**src/rtl/counter_pkg.sv**
```systemverilog
// counter_pkg: opcode encodings and controller state enumeration shared by
// the counter sequencing controller and its bench-facing sub-blocks.
package counter_pkg;

  typedef enum logic [2:0] {
    OP_SET_LIMIT    = 3'b000,
    OP_SET_PRESCALE = 3'b001,
    OP_START_UP     = 3'b010,
    OP_START_DOWN   = 3'b011,
    OP_PAUSE        = 3'b100,
    OP_RESUME       = 3'b101,
    OP_ABORT        = 3'b110,
    OP_RSVD         = 3'b111
  } op_e;

  typedef enum logic [2:0] {
    ST_IDLE,
    ST_LOAD,
    ST_RUN,
    ST_PAUSED,
    ST_DONE
  } state_e;

  function automatic logic is_start(input op_e op);
    return (op == OP_START_UP) || (op == OP_START_DOWN);
  endfunction

endpackage

```
**src/rtl/counter_prescaler.sv**
```systemverilog
// counter_prescaler: free-running divider for the count tick.
//   clk, rst      : clock, asynchronous active-high reset
//   clear_i       : force the phase counter to 0 (wins over hold_i)
//   hold_i        : freeze the phase counter
//   prescale_i    : terminal phase value; tick period is prescale_i+1 cycles
//   tick_o        : high while the phase counter equals prescale_i
module counter_prescaler #(
  parameter int unsigned PS_W = 4
) (
  input  logic            clk,
  input  logic            rst,
  input  logic            clear_i,
  input  logic            hold_i,
  input  logic [PS_W-1:0] prescale_i,
  output logic            tick_o
);

  logic [PS_W-1:0] count_q, count_d;

  assign tick_o = (count_q == prescale_i);

  always_comb begin
    count_d = count_q;
    if (clear_i) begin
      count_d = '0;
    end else if (!hold_i) begin
      count_d = tick_o ? '0 : count_q + 1'b1;
    end
  end

  always_ff @(posedge clk or posedge rst) begin
    if (rst) begin
      count_q <= '0;
    end else begin
      count_q <= count_d;
    end
  end

endmodule

```
**src/rtl/counter_seq_ctrl.sv**
```systemverilog
// counter_seq_ctrl: command-driven sequencer for an external up/down counter.
//   clk, rst           : clock, asynchronous active-high reset
//   cmd_valid/ready    : command handshake (ready low only in LOAD)
//   cmd_op, cmd_data   : opcode and operand (limit, prescale, start value)
//   cnt_q              : current value of the external counter
//   cnt_load/_val      : one-cycle load strobe and value to the counter
//   cnt_en, cnt_up     : count-step strobe and direction
//   busy               : high in LOAD, RUN, PAUSED
//   done, err          : one-cycle pulses for terminal count / illegal command
module counter_seq_ctrl
  import counter_pkg::*;
#(
  parameter int unsigned WIDTH = 8,
  parameter int unsigned PS_W  = 4
) (
  input  logic             clk,
  input  logic             rst,
  input  logic             cmd_valid,
  output logic             cmd_ready,
  input  logic [2:0]       cmd_op,
  input  logic [WIDTH-1:0] cmd_data,
  input  logic [WIDTH-1:0] cnt_q,
  output logic             cnt_load,
  output logic [WIDTH-1:0] cnt_load_val,
  output logic             cnt_en,
  output logic             cnt_up,
  output logic             busy,
  output logic             done,
  output logic             err
);

  state_e           state_q;
  logic [WIDTH-1:0] limit_q;
  logic [WIDTH-1:0] load_val_q;
  logic [PS_W-1:0]  prescale_q;
  logic             up_q;
  logic             done_q;
  logic             err_q;

  op_e  op;
  logic accept;
  logic tick;
  logic at_limit;
  logic ps_clear;
  logic ps_hold;
  logic run_tick;

  assign op       = op_e'(cmd_op);
  assign accept   = cmd_valid && cmd_ready;
  assign at_limit = (cnt_q == limit_q);

  // Phase only advances in RUN cycles without an accepted command, so a
  // command landing on a tick defers that tick instead of dropping it, and
  // PAUSE/RESUME return to exactly the phase that was left.
  assign ps_clear = (state_q != ST_RUN) && (state_q != ST_PAUSED);
  assign ps_hold  = (state_q == ST_PAUSED) || accept;

  counter_prescaler #(
    .PS_W(PS_W)
  ) u_prescaler (
    .clk       (clk),
    .rst       (rst),
    .clear_i   (ps_clear),
    .hold_i    (ps_hold),
    .prescale_i(prescale_q),
    .tick_o    (tick)
  );

  assign run_tick = (state_q == ST_RUN) && tick && !accept;

  always_ff @(posedge clk or posedge rst) begin
    if (rst) begin
      state_q    <= ST_IDLE;
      limit_q    <= '1;
      load_val_q <= '0;
      prescale_q <= '0;
      up_q       <= 1'b1;
      done_q     <= 1'b0;
      err_q      <= 1'b0;
    end else begin
      done_q <= 1'b0;
      err_q  <= 1'b0;
      case (state_q)
        ST_IDLE, ST_DONE: begin
          if (accept) begin
            if (is_start(op)) begin
              up_q       <= (op == OP_START_UP);
              load_val_q <= cmd_data;
              state_q    <= ST_LOAD;
            end else begin
              case (op)
                OP_SET_LIMIT: begin
                  limit_q <= cmd_data;
                  state_q <= ST_IDLE;
                end
                OP_SET_PRESCALE: begin
                  prescale_q <= cmd_data[PS_W-1:0];
                  state_q    <= ST_IDLE;
                end
                default: err_q <= 1'b1;
              endcase
            end
          end
        end
        ST_LOAD: state_q <= ST_RUN;
        ST_RUN: begin
          if (accept) begin
            case (op)
              OP_PAUSE: state_q <= ST_PAUSED;
              OP_ABORT: state_q <= ST_IDLE;
              default:  err_q   <= 1'b1;
            endcase
          end else if (run_tick && at_limit) begin
            state_q <= ST_DONE;
            done_q  <= 1'b1;
          end
        end
        ST_PAUSED: begin
          if (accept) begin
            case (op)
              OP_RESUME: state_q <= ST_RUN;
              OP_ABORT:  state_q <= ST_IDLE;
              default:   err_q   <= 1'b1;
            endcase
          end
        end
        default: state_q <= ST_IDLE;
      endcase
    end
  end

  assign cmd_ready    = (state_q != ST_LOAD);
  assign busy         = (state_q == ST_LOAD) || (state_q == ST_RUN) || (state_q == ST_PAUSED);
  assign cnt_load     = (state_q == ST_LOAD);
  assign cnt_load_val = cnt_load ? load_val_q : '0;
  assign cnt_en       = run_tick && !at_limit;
  assign cnt_up       = up_q;
  assign done         = done_q;
  assign err          = err_q;

endmodule

```
**config.mk**
```make
export PLATFORM = sky130hd
export DESIGN_NAME = counter_seq_ctrl
export DESIGN_NICKNAME = d
export VERILOG_FILES = /design/src/rtl/counter_pkg.sv /design/src/rtl/counter_prescaler.sv /design/src/rtl/counter_seq_ctrl.sv
export SDC_FILE = /design/constraint.sdc
export NUM_CORES = 1
export LEC_CHECK = 0
export CORE_ASPECT_RATIO = 0.5
export CORE_MARGIN = 4
export CORE_UTILIZATION = 45
export CTS_CLUSTER_DIAMETER = 100
export DETAILED_ROUTE_END_ITERATION = 16
export GPL_ROUTABILITY_DRIVEN = 0
export GPL_TIMING_DRIVEN = 0
export HOLD_SLACK_MARGIN = 0.05
export PLACE_DENSITY = 0.83
export SLEW_MARGIN = 20
export SYNTH_ARGS = -nofsm -noshare
export SYNTH_HDL_FRONTEND = slang
export SYNTH_SLANG_ARGS = --single-unit
export TNS_END_PERCENT = 20
```
**constraint.sdc**
```tcl
create_clock -name clk -period 2.7 [get_ports clk]
set_input_delay 0.81 -clock clk [delete_from_list [all_inputs] [get_ports clk]]
set_output_delay 0.81 -clock clk [all_outputs]
set_load 0.01 [all_outputs]
```
# After elaboration in Yosys (flattened, before gate mapping)
# Cells that the tools add are included.
op_classes:
  multipliers: 0
  reduce_logical: 22
  addsub: 1
  mux: 24
  n_shift: 0
  n_lt_le_gt_ge: 0
  bitwise: 1
  div_mod_pow: 0
  eq_ne: 22
ops:
  columns: ["op", "count"]
  rows:
  - ["$mux W3", 6]
  - ["$eq A3 B2 Y1 const B", 4]
  - ["$eq A3 B3 Y1 const B", 4]
  - ["$mux W4", 3]
  - ["$pmux W3 S2", 2]
  - ["$pmux W3 S4", 1]
  - ["$mux W1", 10]
  - ["$eq A8 B8 Y1", 1]
  - ["$mux W8", 1]
  - ["$reduce_and A4 Y1", 2]
  - ["$reduce_or A2 Y1", 4]
  - ["$eq A3 B1 Y1 const B", 2]
  - ["$logic_and A1 B1 Y1", 6]
  - ["$logic_not A3 Y1", 2]
  - ["$ne A2 B2 Y1 const B", 3]
  - ["$ne A3 B1 Y1 const B", 2]
  - ["$ne A3 B2 Y1 const B", 2]
  - ["$ne A3 B3 Y1 const B", 2]
  - ["$reduce_and A6 Y1", 1]
  - ["$add A4 B1 Y4 const B", 1]
  - ["$eq A4 B4 Y1", 1]
  - ["$logic_or A1 B1 Y1", 4]
  - ["$ne A4 B2 Y1 const B", 1]
  - ["$pmux W1 S3", 1]
  - ["other kinds (3)", 4]
word_totals:
  output_inout_bits: 15
  ram_bits: 0
  mem_count: 0
  ff_bits: 30
  elab_cells: 78
  latchBits: 0
  input_bits: 22
  rom_bits: 0

# Depth between registers and ports, before layout
# Gate-level depths: netlist of run 1.
depth:
  depth_word: 8
  mapped_depth: 6

# Modules after synthesis
# Synthesis of run 1 repeated with hierarchy kept, for this count alone.
unflattened:
  hier_cells: 138
  area_unflattened_um2: 1617.8
modules_own_cells:
  columns: ["module", "seq_area_each_um2", "area_each_um2", "cells_per_inst", "n_inst"]
  rows:
  - ["counter_seq_ctrl", 661.9, 1321.3, 109, 1]
  - ["counter_prescaler", 100.1, 296.5, 29, 1]

# Least setup slack after synthesis of run 1
# No wires, ideal clock.
synth_timing:
  path_type: "input to output"
  from: "input cnt_q[2]"
  to: "output cnt_en"
  cell_stages: 3
  setup_slack_ps: 514
  path_buffers: 0
  t_arrival_ps: 1376
  path_cell_list: "xor2_1 -> nor4_2 -> a21oi_1"
synth_between:
  elab_chain_cells: 3
synth_lines:
  columns: ["element", "line", "rtl"]
  rows:
  - ["start, declared", "counter_seq_ctrl.sv:22", "input logic [WIDTH-1:0] cnt_q,"]
  - ["$eq A8 B8 Y1", "counter_seq_ctrl.sv:50", "assign at_limit = (cnt_q == limit_q);"]
  - ["$logic_not A1 Y1", "counter_seq_ctrl.sv:136", "assign cnt_en = run_tick && !at_limit;"]
  - ["$logic_and A1 B1 Y1", "counter_seq_ctrl.sv:136", null]
  - ["end, declared", "counter_seq_ctrl.sv:25", "output logic cnt_en,"]
# No other way between the ends.

# Final worst setup path of run 1
# Ends and elaborated chain as after synthesis.

==> results.py, run 1 <==
metrics = {
    "clock_tree": {
        "cts_tree": "built",
        "clk_latency_ns": 0.28,
        "cts_root_buf": "clkbuf_8",
        "cts.path.max_buffers": 2,
        "clkTransAtPathRegs_ns": 0.06,
        "clock-sinks": 30,
        "cts_buffers": 5,
        "htreeDepth": 2,
    },
    "global_route": {
        "grt_max_degree": 31,
        "antenna_found_initial": 0,
        "use_met1_pct": 20.0,
        "met3_usage_pct": 5.78,
        "grt_usage_pct": 17.1,
        "grt-ovfl-total": 0,
        "use_met2_pct": 28.3,
        "gr-max-usage-layer": "met2",
        "grt_pass1_vias": 1248,
        "grt_pass1_wl_um": 6060,
    },
    "min_path": {
        "hold_class": "reg -> reg",
    },
    "setup_path": {
        "cp_max_fo": 2,
        "worst-setup-path-type": "in -> out",
        "cp.required_ns": 1.89,
        "end_kind": "primary output",
        "crit_arrival_ns": 1.82,
        "critPathLaunchType": "primary input",
    },
    "sta": {
        "drv_slew": 0,
        "setup_viol": 0,
        "period_minus_slack_ns": 2.63,
        "tightest_slew_ns": 0.599,
        "hold_viol": 0,
        "max_freq_mhz": 380,
        "skew_ns": 0.00818,
        "rsz0062_at_grt": "yes",
        "period_share_pct": 97.5,
        "slew_headroom_pct": 60.0,
    },
    "final_layout": {
        "antenna_cells": 0,
        "layout_commonest_cell": "dfrtp_1",
        "nets": 206,
        "synthToLayoutAreaGrowth_pct": 37.7,
        "fillers": 228,
        "drive_gt1_share_pct": 28.3,
        "final_cells": 232,
        "post-route-util_pct": 68.6,
        "layout_common_cells": "dfrtp_1 (20), clkdlybuf4s50_1 (17), dlygate4sd2_1 (16), mux2_2 (14), xor2_1 (12)",
    },
    "run_status": {
        "status": "completed",
    },
    "logic_synthesis": {
        "ys_seq_area_share_pct": 48.2,
        "synth_cell_types": 33,
        "synth_edf_count": 0,
        "synth_seq_cells": 30,
        "ys_warn_count": 0,
        "synth.net_count": 158,
        "avgSynthCellArea_sq_um": 11.7,
        "async_flop_share_pct": 100,
        "dominantRegCellSynth": "dfrtp_1",
        "post_synth_inst_count": 135,
        "netlist_area_sq_mm": 0.00158,
    },
    "floorplan": {
        "initial_utilization_pct": 49.8,
        "coreArea_sq_mm": 0.00317,
        "fp.dieW_um": 91.8,
        "rows": 14,
        "die_y_um": 49.9,
        "die_area_sq_mm": 0.00458,
        "io_pins": 37,
    },
    "detailed_routing": {
        "wl_per_cell_um": 15.0,
        "drc": 0,
        "ant_nets": 0,
        "drtIter0Drc": 51,
        "drt-pass1-iter-count": 4,
        "routed_wl_um": 3480,
        "vias_per_cell": 5.11,
        "num_vias": 1185,
    },
    "run": {
        "drv_cap": 0,
    },
    "placement": {
        "hpwl_um": 2490,
        "place_inst": 219,
        "port_buffers": 36,
    },
    "power_and_ir_drop": {
        "p_per_area_mw_per_mm2": 940,
        "max-vdd-ir-drop_mv": 0.595,
        "power_leakage_uw": 0.00100,
    },
}
[cells by family after synthesis]
kind of cell,count (synthesis),share of synthesized area (%)
XOR/XNOR,13,7.21
adder cells (fa/ha/maj),1,0.792
AND/OR/NAND/NOR,45,18.2
buffers and inverters,6,1.50
multiplexers,23,16.4
AO/OA/AOI/OAI,17,7.68
flip-flops,30,48.2
[synthesized netlist by cell type (2+ instances only)]
master | instances | area share [%]
nand2b_1 | 2 | 0.79
mux2_1 | 9 | 6.4
mux2_2 | 14 | 10
nor2b_1 | 4 | 1.6
dfstp_2 | 9 | 15
o21ai_1 | 2 | 0.63
inv_1 | 3 | 0.71
a22o_1 | 2 | 1.1
nand2_1 | 9 | 2.1
and2_1 | 8 | 3.2
a21oi_1 | 5 | 1.6
nor3b_1 | 2 | 0.95
a21o_1 | 2 | 0.95
nand3_1 | 4 | 1.3
clkbuf_1 | 2 | 0.48
nor2_1 | 6 | 1.4
xor2_1 | 13 | 7.2
dfrtp_1 | 21 | 33
nor4_2 | 3 | 2.4
nor3_1 | 2 | 0.63
[power breakdown]
| part | switching, uW | total, uW | internal [uW] |
|---|---|---|---|
| combinational | 358 | 778 | 420 |
| sequential | 114 | 797 | 683 |
| clock | 169 | 469 | 301 |
[per-stage QoR]
| stage | setup TNS [ns] | area (sq um) | total power [uW] | hold WS, ns | worst slack [ns] |
|---|---|---|---|---|---|
| floorplan | 0 | 1580 | 1260 | 0.456 | 0.514 |
| global placement | -1.39 | 2000 | 1490 | 0.468 | -0.598 |
| detailed placement | -1.62 | 2000 | 1520 | 0.477 | -0.609 |
| CTS | -0.000612 | 2150 | 2030 | 0.489 | -0.000612 |
| global route | 0 | 2180 | 2180 | 0.503 | 0.0227 |
| finish | 0 | 2180 | 2040 | 0.481 | 0.0664 |
[critical path, cell delays in order]
cell and delay (ns):
dlygate4sd2_1 0.25, xor2_1 0.15, nor4_2 0.26, buf_4 0.16
a21oi_2 0.05, buf_2 0.14
[cell type report]
type | count | area, sq um | area share, %
multi-input cells | 99 | 826 | 38.0
flip-flops and latches | 30 | 763 | 35.1
repair buffers | 41 | 370 | 17.0
clock buffers | 7 | 86.3 | 3.97
well taps | 48 | 60.1 | 2.76
clock inverters | 1 | 30.0 | 1.38
plain buffers | 3 | 28.8 | 1.32
inverters | 3 | 11.3 | 0.518
[worst paths after layout]
path                               startpoint                      to  slack, ns  depth (start not counted)
min in group asynchronous                 rst  u_prescaler.count_q[2]       0.92                          2
worst min-delay path            load_val_q[1]           load_val_q[1]       0.48                          1
max in group asynchronous                 rst              state_q[0]       1.35                          2
worst max register to register     limit_q[5]              state_q[1]       0.80                          6
worst max-delay path                 cnt_q[2]                  cnt_en       0.07                          6
worst min register to register  load_val_q[1]           load_val_q[1]       0.48                          1
[registers in the layout, indices dropped and copies added, names as in the netlist]
register,flops
limit_q,8
load_val_q,8
prescale_q,4
u_prescaler.count_q,4
state_q,3
cnt_up,1
done,1
err,1
[per-layer routing]
metal | vias to the layer above | share of wire (%)
li1 | 571 | -
met1 | 572 | 44
met2 | 34 | 50
met3 | 8 | 4.6
met4 | 0 | 2.0
met5 | - | 0
[timing repair]
| item | 4_1_cts | 5_1_grt |
|---|---|---|
| gates cloned | 0 | 0 |
| hold buffers | 0 | 0 |
| resized for setup | 30 | 6 |
| endpoints found under the setup margin | 11 | 2 |
| pin swaps | 8 | 5 |
| buffers inserted | 4 | 1 |
Power figures use the tool's default switching activity.
==> run 2, diff against run 1 <==
==> constraint.sdc (replaced) <==
create_clock -name clk -period 2.7 [get_ports clk]
set_input_delay 0.405 -clock clk [delete_from_list [all_inputs] [get_ports clk]]
set_output_delay 0.405 -clock clk [all_outputs]
set_load 0.01 [all_outputs]
==> run 2 against run 1 <==
Effect of this change: wire length shrank 6.0%; highest routed layer unchanged; combinational power shrank 7.1%; register-to-register slack gained 0.06 ns; global-route usage shrank 1.2 points; die area is the same; critical path depth shrank 1; clock-buffer cell count is the same; final area shrank 2.3%; worst hold slack gained 0.0019 ns; flip-flop and latch count is the same; fmax grew 5.0%.
==> results.py, run 2 (synthesis results as in run 1) <==
metrics = {
    "clock_tree": {
        "cts_buffers": 5,
        "clk_latency_ns": 0.28,
        "ctsHoldBuffers": 0,
        "clock-sinks": 30,
        "htreeDepth": 2,
        "cts_root_buf": "clkbuf_8",
        "cts.path.max_buffers": 2,
        "clkTransAtPathRegs_ns": 0.06,
        "cts_tree": "built",
        "cts_setup_buffers": 0,
    },
    "sta": {
        "drv_slew": 0,
        "setup_viol": 0,
        "tightest_slew_ns": 0.601,
        "slew_headroom_pct": 59.9,
        "hold_ws_ns": 0.483,
        "skew_ns": 0.00734,
        "rsz0062_at_grt": "no",
        "max_freq_mhz": 399,
        "period_minus_slack_ns": 2.51,
        "hold_viol": 0,
        "period_share_pct": 92.9,
        "tns_ns": 0,
    },
    "floorplan": {
        "fp.dieW_um": 91.8,
        "die_area_sq_mm": 0.00458,
        "die_y_um": 49.9,
        "io_pins": 37,
        "initial_utilization_pct": 49.8,
        "rows": 14,
        "coreArea_sq_mm": 0.00317,
    },
    "placement": {
        "hpwl_um": 2490,
        "port_buffers": 36,
    },
    "final_layout": {
        "nets": 201,
        "fillers": 236,
        "reg_top3": "limit_q x8, load_val_q x8",
        "post-route-util_pct": 67.0,
        "layout_common_cells": "clkdlybuf4s50_1 (36), dfrtp_1 (21), mux2_2 (14), xor2_1 (13)",
        "synthToLayoutAreaGrowth_pct": 34.5,
        "drive_gt1_share_pct": 22.9,
        "layout_commonest_cell": "clkdlybuf4s50_1",
        "seq_area_sq_um": 762,
        "multi_input_area_sq_um": 800,
        "antenna_cells": 0,
    },
    "detailed_routing": {
        "drt-pass1-iter-count": 4,
        "drtIter0Drc": 38,
        "routed_wl_um": 3270,
        "num_vias": 1156,
        "ant_nets": 0,
        "wl_per_cell_um": 14.4,
        "drc": 0,
        "vias_per_cell": 5.09,
    },
    "run": {
        "drv_cap": 0,
    },
    "global_route": {
        "antenna_found_initial": 0,
        "grt-ovfl-total": 0,
        "grt_pass1_vias": 1140,
        "grt_max_degree": 31,
        "grt_usage_pct": 15.9,
        "grt_pass1_wl_um": 5620,
    },
    "min_path": {
        "hold_class": "reg -> reg",
    },
    "run_status": {
        "status": "completed",
    },
    "setup_path": {
        "cp.required_ns": 2.30,
        "end_kind": "primary output",
        "crit_arrival_ns": 2.10,
        "worst-setup-path-type": "reg -> out",
        "cp_max_fo": 10,
        "critPathLaunchType": "flop",
    },
    "power_and_ir_drop": {
        "p_per_area_mw_per_mm2": 936,
        "max-vdd-ir-drop_mv": 0.612,
        "power_leakage_uw": 0.000908,
    },
}
-- run 2: per-stage QoR --
stage               setup WS [ns]  area [sq um]  power (uW)  std cells
floorplan                   0.973          1580        1260        135
global placement            0.212          2000        1490        219
detailed placement          0.201          2000        1520        219
CTS                        0.0538          2120        2000        227
global route               0.0825          2130        2120        227
finish                      0.191          2130        1990        227
-- run 2: worst paths after layout --
kind                               startpoint                     end  cells past startpoint  slack, ns
max in group asynchronous                 rst           load_val_q[2]                      2       1.79
worst max register to register     limit_q[5]              state_q[1]                      5       0.86
worst min register to register  load_val_q[1]           load_val_q[1]                      1       0.48
min in group asynchronous                 rst  u_prescaler.count_q[2]                      2       0.51
worst min-delay path            load_val_q[1]           load_val_q[1]                      1       0.48
worst max-delay path               state_q[0]         cnt_load_val[3]                      5       0.19
-- run 2: repair_timing --
item / CTS / global route
resized for setup: 1 / 3
endpoints found under the setup margin: 7 / 7
gates cloned: 0 / 0
-- run 2: routing by layer --
| layer | vias up | routed length (um) | track usage (%) |
|---|---|---|---|
| met5 | - | 0 | 0 |
| met4 | 0 | 48 | 7.39 |
| met3 | 6 | 132 | 5.02 |
| met2 | 31 | 1610 | 25.5 |
| met1 | 553 | 1480 | 19.6 |
| li1 | 566 | - | - |
-- run 2: worst max-delay path: stages (launching register included) --
cell and delay [ns]:
dfrtp_1 0.44, buf_2 0.25, nor3b_2 0.22, clkbuf_4 0.23, and2_1 0.16, clkdlybuf4s50_1 0.54
-- run 2: layout make-up --
type	instances	share of cell area (%)
clock inverters	1	1.41
inverters	3	0.530
repair buffers	36	17.0
flip-flops and latches	30	35.8
clock buffers	7	4.06
plain buffers	3	0.765
multi-input cells	99	37.6
well taps	48	2.83
-- run 2: power by group --
| part | internal, uW | leakage [uW] | switching (uW) |
|---|---|---|---|
| clock network | 301 | 0.0000585 | 168 |
| logic | 398 | 0.000489 | 324 |
| registers | 682 | 0.000360 | 117 |
